File: src/rtl/bp_noc_link_pipe.sv
// Bidirectional multi-channel NoC link pipeline. Each channel and direction is a chain of
// two-entry FIFO stages with registered ready, followed by a delivered-flit counter.
module bp_noc_link_pipe #(
  parameter int unsigned width_p        = 64,
  parameter int unsigned num_channels_p = 5,
  parameter int unsigned depth_p        = 2,
  parameter int unsigned count_width_p  = 32
) (
  input  logic                                           clk_i,
  input  logic                                           reset_n_i,
  input  logic [num_channels_p-1:0][width_p+1:0]         side_A_links_i,
  output logic [num_channels_p-1:0][width_p+1:0]         side_A_links_o,
  input  logic [num_channels_p-1:0][width_p+1:0]         side_B_links_i,
  output logic [num_channels_p-1:0][width_p+1:0]         side_B_links_o,
  input  logic                                           clr_cnt_i,
  output logic [num_channels_p-1:0][count_width_p-1:0]   a2b_cnt_o,
  output logic [num_channels_p-1:0][count_width_p-1:0]   b2a_cnt_o,
  output logic                                           idle_o
);

  localparam int unsigned LinkWidth = width_p + 2;
  localparam int unsigned NumStages = (depth_p == 0) ? 1 : depth_p;

  logic [num_channels_p-1:0][1:0][NumStages-1:0] stage_empty;

  for (genvar c = 0; c < num_channels_p; c++) begin : g_chan
    // Direction 0 is A-in to B-out, direction 1 is B-in to A-out.
    logic [1:0]                     in_v, in_ready, out_v, out_ready;
    logic [1:0][width_p-1:0]        in_data, out_data;
    logic [1:0][count_width_p-1:0]  dir_cnt;

    assign in_v[0]      = side_A_links_i[c][LinkWidth-1];
    assign in_data[0]   = side_A_links_i[c][width_p:1];
    assign out_ready[1] = side_A_links_i[c][0];
    assign in_v[1]      = side_B_links_i[c][LinkWidth-1];
    assign in_data[1]   = side_B_links_i[c][width_p:1];
    assign out_ready[0] = side_B_links_i[c][0];

    // The ready we return on a side belongs to the direction entering from that side.
    assign side_B_links_o[c] = {out_v[0], out_data[0], in_ready[1]};
    assign side_A_links_o[c] = {out_v[1], out_data[1], in_ready[0]};

    assign a2b_cnt_o[c] = dir_cnt[0];
    assign b2a_cnt_o[c] = dir_cnt[1];

    for (genvar d = 0; d < 2; d++) begin : g_dir
      logic [count_width_p-1:0] flit_cnt_q;

      if (depth_p == 0) begin : g_pass
        assign out_v[d]          = in_v[d] & reset_n_i;
        assign out_data[d]       = in_data[d];
        assign in_ready[d]       = out_ready[d] & reset_n_i;
        assign stage_empty[c][d] = '1;
      end else begin : g_pipe
        logic [depth_p:0]              v_s, ready_s;
        logic [depth_p:0][width_p-1:0] data_s;

        assign v_s[0]           = in_v[d];
        assign data_s[0]        = in_data[d];
        assign ready_s[depth_p] = out_ready[d];
        assign in_ready[d]      = ready_s[0];
        assign out_v[d]         = v_s[depth_p];
        assign out_data[d]      = data_s[depth_p];

        for (genvar s = 0; s < depth_p; s++) begin : g_stage
          logic [width_p-1:0] mem_q [2];
          logic [1:0]         occ_q, occ_d;
          logic               rptr_q, ready_q, enq, deq, wptr;

          assign enq  = v_s[s] & ready_q;
          assign deq  = v_s[s+1] & ready_s[s+1];
          assign wptr = rptr_q ^ occ_q[0];

          always_comb begin
            occ_d = occ_q;
            if (enq && !deq) begin
              occ_d = occ_q + 2'd1;
            end else if (!enq && deq) begin
              occ_d = occ_q - 2'd1;
            end
          end

          // Ready is a flop of next-cycle not-full, so no ready path crosses a stage.
          always_ff @(posedge clk_i or negedge reset_n_i) begin
            if (!reset_n_i) begin
              occ_q   <= 2'd0;
              rptr_q  <= 1'b0;
              ready_q <= 1'b0;
            end else begin
              occ_q   <= occ_d;
              ready_q <= (occ_d != 2'd2);
              if (deq) begin
                rptr_q <= ~rptr_q;
              end
            end
          end

          always_ff @(posedge clk_i) begin
            if (enq) begin
              mem_q[wptr] <= data_s[s];
            end
          end

          assign ready_s[s]           = ready_q;
          assign v_s[s+1]             = (occ_q != 2'd0);
          assign data_s[s+1]          = mem_q[rptr_q];
          assign stage_empty[c][d][s] = (occ_q == 2'd0);
        end
      end

      always_ff @(posedge clk_i or negedge reset_n_i) begin
        if (!reset_n_i) begin
          flit_cnt_q <= '0;
        end else if (clr_cnt_i) begin
          flit_cnt_q <= '0;
        end else if (out_v[d] && out_ready[d]) begin
          flit_cnt_q <= flit_cnt_q + count_width_p'(1);
        end
      end

      assign dir_cnt[d] = flit_cnt_q;
    end
  end

  assign idle_o = &stage_empty;

endmodule

File: config.mk
export PLATFORM = sky130hd
export DESIGN_NAME = bp_noc_link_pipe
export DESIGN_NICKNAME = d
export VERILOG_FILES = /design/src/rtl/bp_noc_link_pipe.sv
export SDC_FILE = /design/constraint.sdc
export NUM_CORES = 2
export LEC_CHECK = 0
export CAP_MARGIN = 10
export CORE_AREA = 2 2 644 646
export CTS_CLUSTER_DIAMETER = 60
export DETAILED_ROUTE_END_ITERATION = 16
export DIE_AREA = 0 0 646 648
export GPL_TIMING_DRIVEN = 0
export PLACE_DENSITY = 0.49
export SYNTH_ARGS = -nofsm -noshare
export SYNTH_HDL_FRONTEND = slang
export SYNTH_SLANG_ARGS = --single-unit
File: constraint.sdc
create_clock -name clk_i -period 12.5 [get_ports clk_i]
set_clock_uncertainty 0.1 [all_clocks]
set_input_delay 1.25 -clock clk_i [delete_from_list [all_inputs] [get_ports clk_i]]
set_output_delay 1.25 -clock clk_i [all_outputs]
set_load 0.1 [all_outputs]
==> results.md <==
- Ratio of cells with drive above 1 in the final layout: 28.9%
- Ys Warns: 0
- Area growth, synth to finish: 32.5%
- Remaining DRCs: 0
- Crit path capture type: output pin
- Setup crit start kind: flip-flop
- Detailed Routing Iterations Pass 1: 7
- TritonCTS clock tree: built
- DP Area: 143,000 sq um
- TritonCTS Buffers: 355
- Critical Path RT: 11,150 ps
- Final Hold Fails: 0
- Setup Fix Bufs, Post-CTS: 0
- Die Span Y: 648 microns
- Worst Reg-to-Reg Cells: 9
- CTS sink cnt: 2,960
- Largest net degree at the start of global routing: 105
- Yosys top cell area share: 65.9%
- Clock Latency Late Sink: 970 ps
- Final ANT Viol Nets: 0
- Tmin final: 6200 ps
- Share of synthesized flip-flops with an asynchronous set or reset: 13.5%
- Synthesized area: 117,000 sq um
- Final GP Congestion: 0.876
- Final setup fails: 0
- TNS Setup: 0 ps
- Reg clk slew, reported paths: 60 ps
- Remaining global-route overflow: 0
- Die area: 419,000 sq um
- Worst slew pin tran: 1410 ps
- Status: finished clean
- Mapped Avg Cell Area: 17.4 sq um
- RSZ-0062 raised after global routing: false
- Pre-CTS WS: 7110 ps
- Final instance area: 155,000 sq um
- First-pass GRT wire length: 542 mm
- Fin. max-slew vios: 0
- Initial antenna violation count: 181
- Synth cell types: 46
- CTS H-tree lvls: 5
- CTS root buffer: clkbuf_16
- Sequential element share of the synthesized area: 74.5%
- Synth Register Bits: 2,960
- Slew headroom: 5.40%
- Die W: 646 microns
- Worst setup path category: flip-flop to output pin
- Routed WL per cell: 27.4 microns
- First-iteration detailed-routing DRC count: 4,507
- DR vias/cell: 4.47
- Row count: 236
- WP data arrival: 4850 ps
- I/O pins: 1,644
- Max-cap violations: 0
- Post_cts resized: 0
- DR vias: 65,600
- Nets: 9,524
- Core area: 412,000 sq um
- Part of the cycle the worst path needs: 49.6%
- Mapped Cells: 6,705
- Crit Path Max Fanout: 3
- Post-layout util: 37.5%
- HP Class: primary input to asynchronous set/reset pin
- HPWL after DPL: 309 mm
- EDFF count, synth: 2,560
- Most used flip-flop cell after synthesis: edfxtp_1
- Cell taking the most area after synthesis: edfxtp_1
- Mapped Nets: 7,398
- Port Buf Inserts: 1,643
- Initial Util: 28.3%
- Synth top area cells: edfxtp_1, mux2_2, dfrtp_1
- Final Routed Wirelength: 401 mm
- Fin worst setup slack: 6300 ps
- Max Fclk: 0.161 GHz
- CTS Hold Bufs: 0
- Clock Path Buffers: 4
- Vias in the first global route: 67,200
- GR Util All Layers: 18.5%
-- Yosys cell counts (30+ instances only) --
cell type and n:
clkbuf_1 215, xnor2_1 155, and3_1 38, ha_1 30, inv_1 75, xor2_1 191
edfxtp_1 2560, nor2_1 369, nand3_1 98, dfrtp_1 400, buf_4 650, nand2b_1 33
and4_1 41, a21oi_1 43, mux2_2 1284, nor3_1 44, nor2b_1 43, nand4_1 117
nand2_1 125
-- state kept, by name, summed over array words and instances, names as in the netlist --
name and count:
g_chan.g_dir.g_pipe.g_stage.occ_q 40, g_chan.g_dir.g_pipe.g_stage.rptr_q 20, g_chan.g_dir.g_pipe.g_stage.mem_q 2560, g_chan.g_dir.flit_cnt_q 320, g_chan.g_dir.g_pipe.g_stage.ready_q 20
-- placed cells by master (no fill, tap or decap), types with 125 or more instances in the layout --
cell type        netlist  final
buf_4                650    650
clkbuf_1             215    304
clkbuf_16              0    357
clkdlybuf4s50_1        0   1640
dfrtp_1              400    400
edfxtp_1            2560   2560
mux2_2              1284   1284
nand2_1              125    125
nor2_1               369    349
xnor2_1              155    155
xor2_1               191    191
-- critical path, stage by stage (launching register included) --
cell and delay (ps):
dfrtp_1 390, inv_1 120, ha_1 590, nand4_1 570, or3_1 640, nor3_1 230, clkdlybuf4s50_1 1310
-- cell families (layout without fill, tap and decap cells) --
family | Yosys count | after routing | synth area share (%)
mux | 1293 | 1293 | 12.5
flops | 2960 | 2960 | 74.5
simple gates | 1020 | 1020 | 4.43
fa+ha+maj | 30 | 30 | 0.322
buf+inv | 948 | 3370 | 5.15
compound gates | 108 | 108 | 0.566
xor+xnor | 346 | 346 | 2.60
other cells | 0 | 55 | 0
-- worst paths after layout --
check	from	endpoint	slack, ps
setup / recovery	g_chan[2].g_dir[1].g_pipe.g_stage[0].occ_q[0]	idle_o	6300
hold / removal	reset_n_i	g_chan[4].g_dir[0].flit_cnt_q[8]	180
setup reg to reg	g_chan[2].g_dir[1].g_pipe.g_stage[1].occ_q[0]	g_chan[2].g_dir[1].flit_cnt_q[30]	8720
hold reg to reg	g_chan[2].g_dir[1].g_pipe.g_stage[0].mem_q[0][10]	g_chan[2].g_dir[1].g_pipe.g_stage[1].mem_q[0][10]	420
max in group asynchronous	reset_n_i	g_chan[0].g_dir[1].flit_cnt_q[6]	10260
min in group clk_i	g_chan[2].g_dir[1].g_pipe.g_stage[0].mem_q[0][10]	g_chan[2].g_dir[1].g_pipe.g_stage[1].mem_q[0][10]	420
-- stage by stage --
step,hold WS (ps),instances
2_1_floorplan,397,6705
3_3_place_gp,416,13800
3_5_place_dp,430,13900
4_1_cts,144,14600
5_1_grt,189,14600
6_report,178,14700
-- metal layers --
layer  vias up  wire length (microns)  track usage, %
met5         -                    523               0
met4        80                  16900            7.35
met3       786                  29900            5.65
met2      2141                 198000            31.5
met1     33800                 156000            21.8
li1      28800                      -               -
-- cell type report --
| class | count | area [sq um] |
|---|---|---|
| Clock inverter | 178 | 1980 |
| Multi-Input combinational cell | 2797 | 24000 |
| Clock buffer | 475 | 9620 |
| Timing Repair Buffer | 1769 | 19100 |
| Tap cell | 5474 | 6850 |
| Inverter | 75 | 282 |
| Fill cell | 38400 | 257000 |
| Sequential cell | 2960 | 86900 |
| Buffer | 873 | 5730 |
| Antenna cell | 55 | 138 |
Power is not shown: default switching activity piles up to over one toggle a cycle in this logic, so the estimate is an artifact.
